[src/rtl/agc_mpdv_sequencer.sv]
// Multiply/divide sequencer: steps timepulse and stage counters across several MCTs,
// emits datapath strobes at fixed timepulses and keeps the BR1/BR2 sign/overflow branch bits.
module agc_mpdv_sequencer #(
   parameter int NUM_TP = 12,
   parameter int MP_MCT = 3,
   parameter int DV_MCT = 6
) (
   input  logic       CLOCK,
   input  logic       rst_,
   input  logic       START,
   input  logic       OPDV,
   input  logic       GOJAM,
   input  logic       MPBIT,
   input  logic       SUMA16_,
   input  logic       OVF_,
   output logic       BUSY,
   output logic [3:0] TP,
   output logic [2:0] STG,
   output logic       LDY,
   output logic       SHFT,
   output logic       ADDSUB,
   output logic       SUB,
   output logic       QBIT,
   output logic       QVAL,
   output logic       BR1,
   output logic       BR2,
   output logic       DONE
);

   typedef enum logic {
      IDLE = 1'b0,
      RUN  = 1'b1
   } state_t;

   localparam logic [3:0] TP_LAST  = 4'(NUM_TP);
   localparam logic [3:0] TP_LDY   = 4'd2;
   localparam logic [3:0] TP_SHFT  = 4'd6;
   localparam logic [3:0] TP_ADD   = 4'd7;
   localparam logic [3:0] TP_BR    = 4'd8;
   localparam logic [3:0] TP_QBIT  = 4'd9;
   localparam logic [2:0] STG_MP_LAST = 3'(MP_MCT - 1);
   localparam logic [2:0] STG_DV_LAST = 3'(DV_MCT - 1);

   state_t     state;
   state_t     next_state;
   logic [3:0] tp_q;
   logic [3:0] tp_d;
   logic [2:0] stg_q;
   logic [2:0] stg_d;
   logic       op_q;
   logic       br1_q;
   logic       br2_q;
   logic       accept;
   logic       abort;
   logic       run;
   logic       bad_decode;
   logic       last_cycle;
   logic [2:0] last_stg;

   assign run        = (state == RUN);
   assign last_stg   = op_q ? STG_DV_LAST : STG_MP_LAST;
   // Counter values outside the legal range cannot occur normally; treat them as a forced exit.
   assign bad_decode = run && ((tp_q == 4'd0) || (tp_q > TP_LAST) || (stg_q > last_stg));
   assign last_cycle = run && (tp_q == TP_LAST) && (stg_q == last_stg);

   always_comb begin
      next_state = state;
      tp_d       = tp_q;
      stg_d      = stg_q;
      accept     = 1'b0;
      abort      = 1'b0;
      case (state)
         IDLE: begin
            tp_d  = 4'd0;
            stg_d = 3'd0;
            if (START && !GOJAM) begin
               next_state = RUN;
               tp_d       = 4'd1;
               accept     = 1'b1;
            end
         end
         RUN: begin
            if (GOJAM || bad_decode || last_cycle) begin
               next_state = IDLE;
               tp_d       = 4'd0;
               stg_d      = 3'd0;
               abort      = GOJAM;
            end else if (tp_q == TP_LAST) begin
               tp_d  = 4'd1;
               stg_d = stg_q + 3'd1;
            end else begin
               tp_d = tp_q + 4'd1;
            end
         end
         default: begin
            next_state = IDLE;
            tp_d       = 4'd0;
            stg_d      = 3'd0;
         end
      endcase
   end

   always_ff @(posedge CLOCK or negedge rst_) begin
      if (!rst_) begin
         state <= IDLE;
         tp_q  <= 4'd0;
         stg_q <= 3'd0;
         op_q  <= 1'b0;
      end else begin
         state <= next_state;
         tp_q  <= tp_d;
         stg_q <= stg_d;
         if (accept) begin
            op_q <= OPDV;
         end
      end
   end

   // Branch bits survive into IDLE so the datapath can still read the final result.
   always_ff @(posedge CLOCK or negedge rst_) begin
      if (!rst_) begin
         br1_q <= 1'b0;
         br2_q <= 1'b0;
      end else if (accept || abort) begin
         br1_q <= 1'b0;
         br2_q <= 1'b0;
      end else if (run && (tp_q == TP_BR)) begin
         br1_q <= ~SUMA16_;
         br2_q <= ~OVF_;
      end
   end

   assign BUSY   = run;
   assign TP     = tp_q;
   assign STG    = stg_q;
   assign LDY    = run && (tp_q == TP_LDY) && (stg_q == 3'd0);
   assign SHFT   = run && (tp_q == TP_SHFT);
   assign ADDSUB = run && (tp_q == TP_ADD) && (op_q || MPBIT);
   assign SUB    = run && op_q;
   assign QBIT   = run && (tp_q == TP_QBIT) && op_q;
   assign QVAL   = run && !br1_q;
   assign BR1    = br1_q;
   assign BR2    = br2_q;
   assign DONE   = last_cycle && !GOJAM;

endmodule
[config.mk]
export PLATFORM = sky130hd
export DESIGN_NAME = agc_mpdv_sequencer
export DESIGN_NICKNAME = d
export VERILOG_FILES = /design/src/rtl/agc_mpdv_sequencer.sv
export SDC_FILE = /design/constraint.sdc
export NUM_CORES = 1
export LEC_CHECK = 0
export BUFFER_PORTS_ARGS = -buffer_cell sky130_fd_sc_hd__buf_2
export CAP_MARGIN = 20
export CORE_UTILIZATION = 52
export CTS_CLUSTER_DIAMETER = 120
export DETAILED_ROUTE_END_ITERATION = 7
export GPL_TIMING_DRIVEN = 0
export PLACE_DENSITY = 0.9
export SLEW_MARGIN = 15
export SYNTH_ARGS = -nofsm -noshare
export SYNTH_HDL_FRONTEND = slang
export SYNTH_SLANG_ARGS = --single-unit
[constraint.sdc]
create_clock -name CLOCK -period 4.8 [get_ports CLOCK]
set_clock_uncertainty 0.15 [all_clocks]
set_input_delay 0.24 -clock CLOCK [delete_from_list [all_inputs] [get_ports CLOCK]]
set_output_delay 0.24 -clock CLOCK [all_outputs]
set_load 0.1 [all_outputs]
==> results_dict.tcl <==
set metrics [dict create \
    whs_ps 43.8 \
    crit_type "reg -> out" \
    synth_area_um2 763 \
    cp_num_cells 5 \
    leakage_nw 0.513 \
    outcome "finished, final reports clean" \
    grt_max_degree 12 \
    syn-instance-count 83 \
    cts_resized 0 \
    core_um2 1330 \
    post-route-min-period_ps 2310 \
    drive_gt1_frac 0.321 \
    initial_core_util 0.572 \
    crit_family "buffers and inverters" \
    grt_util_met2 0.423 \
    yosys_warnings 0 \
    tightest_slew_ps 498 \
    combPwrFrac 0.243 \
    grt_usage 0.247 \
    areaGrowthSynthToFinish_pct 23.0 \
    cts_buffers 3 \
    finalHoldViolations 0 \
    switching_share 0.342 \
    fp-row-count 13 \
    cts_buffer_depth 2 \
    p_switching_w 0.0000747 \
    n_antenna_cell 0 \
    clockPowerShare 0.299 \
    dr.pass1.iters 4 \
    powerDensity_nw_per_um2 233 \
    crit_chain "inv_1 > ha_1 > nand3_1 > nor4_1 > buf_2" \
    grt_pass1_wl_mm 2.50 \
    grt_setup_unrepaired "no" \
    slew_violations 0 \
    ant_nets 0 \
    grt-busiest-layer "met2" \
    cts.sinks 11 \
    met1_usage 0.267 \
    arrival_ps 1920 \
    hp-class "in -> reg" \
    fmax_ghz 0.434 \
    first_global_vias 556 \
    critPathRequiredTime_ps 4410 \
    slowest_stage "dfrtp_1" \
    cts_root_buf "clkbuf_4" \
    die_area_um2 1620 \
    grtUsageMet3 0.0611 \
    drt_wl_total_mm 1.70 \
    power.share.sequential 0.458 \
    vias_per_cell 5.44 \
    ys_types 29 \
    cts.clk_slew.worst_paths_ps 70 \
    port_buffers 24 \
    p_int_w 0.000144 \
    grt.overflow.total 0 \
    insertion_delay_ps 280 \
    tns_ps 0 \
    period_share 0.480 \
    dpl_worst_slack_ps 2800 \
    min_path_cells 2 \
    wl_per_cell_um 13.4 \
    setup.worst_path.end_class "output pin" \
    routabilityCongestion 0.793 \
    dieWidth_um 40.3 \
    avgSynthCellArea_um2 9.20 \
    htree_levels 1 \
    ys_seq_area_frac 0.361 \
    rr_worst_depth 6 \
    final_nets 130 \
    cts_tree "built" \
    drc_errors 0 \
    fin_ws_ps 2490 \
    slew_headroom 0.670 \
    num_io_pins 25 \
    mostFrequentLayoutCells "buf_2, nor2_1, dfrtp_1" \
    mostFrequentLayoutCell "buf_2" \
    ys_ff_latch 11 \
    dr.first_iter.drc_count 6 \
    max-cap-violations 0 \
    startpoint_type "flop" \
    setup_violations 0 \
    cpPeakStageDelay_ps 480 \
    dp_hpwl_mm 1.25 \
    fp.dieH_um 40.3 \
    antenna_found_initial 0 \
    vias 691 \
    path_buf_inv 2 \
    ir_drop_mv 0.133 \
    nFillCells 103 \
    syn_nets 100 \
    post-cts-setup-buffer-count 0 \
    cp_max_fo 7 \
]
## routing by layer
| metal | vias up | share of wire |
|---|---|---|
| li1 | 341 | - |
| met2 | 19 | 0.49 |
| met1 | 326 | 0.44 |
| met4 | 0 | 0.025 |
| met3 | 5 | 0.049 |
| met5 | - | 0 |
## kinds of logic (layout without fill, tap and decap cells)
logic type      Yosys count  after routing  share of synthesized area
mux                       2              2                     0.0279
xor+xnor                  3              3                     0.0344
fa+ha+maj                 9              9                      0.148
simple gates             36             36                      0.229
buf+inv                  10             39                     0.0590
compound gates           12             12                      0.141
flops                    11             11                      0.361
## per-stage QoR
stage / instances / total power [W] / instance area [um2] / utilization
3_5_place_dp: 122 / 0.000154 / 902 / 0.676
4_1_cts: 127 / 0.000219 / 938 / 0.704
5_1_grt: 127 / 0.000228 / 938 / 0.704
6_report: 127 / 0.000218 / 938 / 0.704
3_3_place_gp: 122 / 0.000152 / 902 / 0.676
2_1_floorplan: 83 / 0.000141 / 763 / -
## synth_stat cells
cell      instances  area, um2
nor2_1           12       45.0
dfrtp_1          11        275
ha_1              9        113
nand2_1           9       33.8
inv_1             6       22.5
a21oi_1           3       15.0
buf_2             3       15.0
a21o_1            2       15.0
and2_1            2       12.5
nand2b_1          2       12.5
nand3_1           2       10.0
nand4b_1          2       17.5
nor2b_1           2       12.5
nor4_1            2       12.5
xor2_1            2       17.5
a311oi_2          1       15.0
a31oi_1           1       6.26
a31oi_2           1       12.5
a41oi_2           1       16.3
buf_4             1       7.51
mux2_2            1       11.3
mux2i_1           1       10.0
nand4_1           1       6.26
nor3_1            1       5.00
nor3b_1           1       7.51
o21a_1            1       7.51
o21ai_1           1       5.00
o221ai_2          1       15.0
xnor2_1           1       8.76
## area by class of cell
cell class,count,area (um2),area share
clock buffer,4,26.3,0.0280
multi-input combinational,62,443,0.472
sequential,11,275,0.293
inverter,6,22.5,0.0240
timing repair buffer,25,130,0.139
buffer,4,22.5,0.0240
tap,15,18.8,0.0200
## flip-flops by register name (all words and copies together), names as in the netlist
name and cells:
STG 3, op_q 1, TP 4, BR2 1, BR1 1, BUSY 1
## path summary, 6_finish.rpt
check | start | endpoint | slack [ps]
max | op_q | DONE | 2490
min | OPDV | op_q | 40
max reg2reg | op_q | TP[3] | 2840
min reg2reg | BR2 | BR2 | 370
max in group asynchronous | rst_ | TP[1] | 4080
min in group asynchronous | rst_ | STG[0] | 210
## power groups by stage
stage	Clock (W)	Combinational [W]	Sequential (W)
6_report	0.0000654	0.0000530	0.000100
5_1_grt	0.0000710	0.0000566	0.000100
4_1_cts	0.0000656	0.0000532	0.0000998
3_5_place_dp	0	0.0000522	0.000102
3_3_place_gp	0	0.0000503	0.000102
2_1_floorplan	0	0.0000316	0.000109
## repair_timing
item,in CTS,in global routing
setup endpoints to repair,0,0
endpoints found under the hold margin,11,0
hold buffers,1,0
Power figures use the tool's default switching activity.
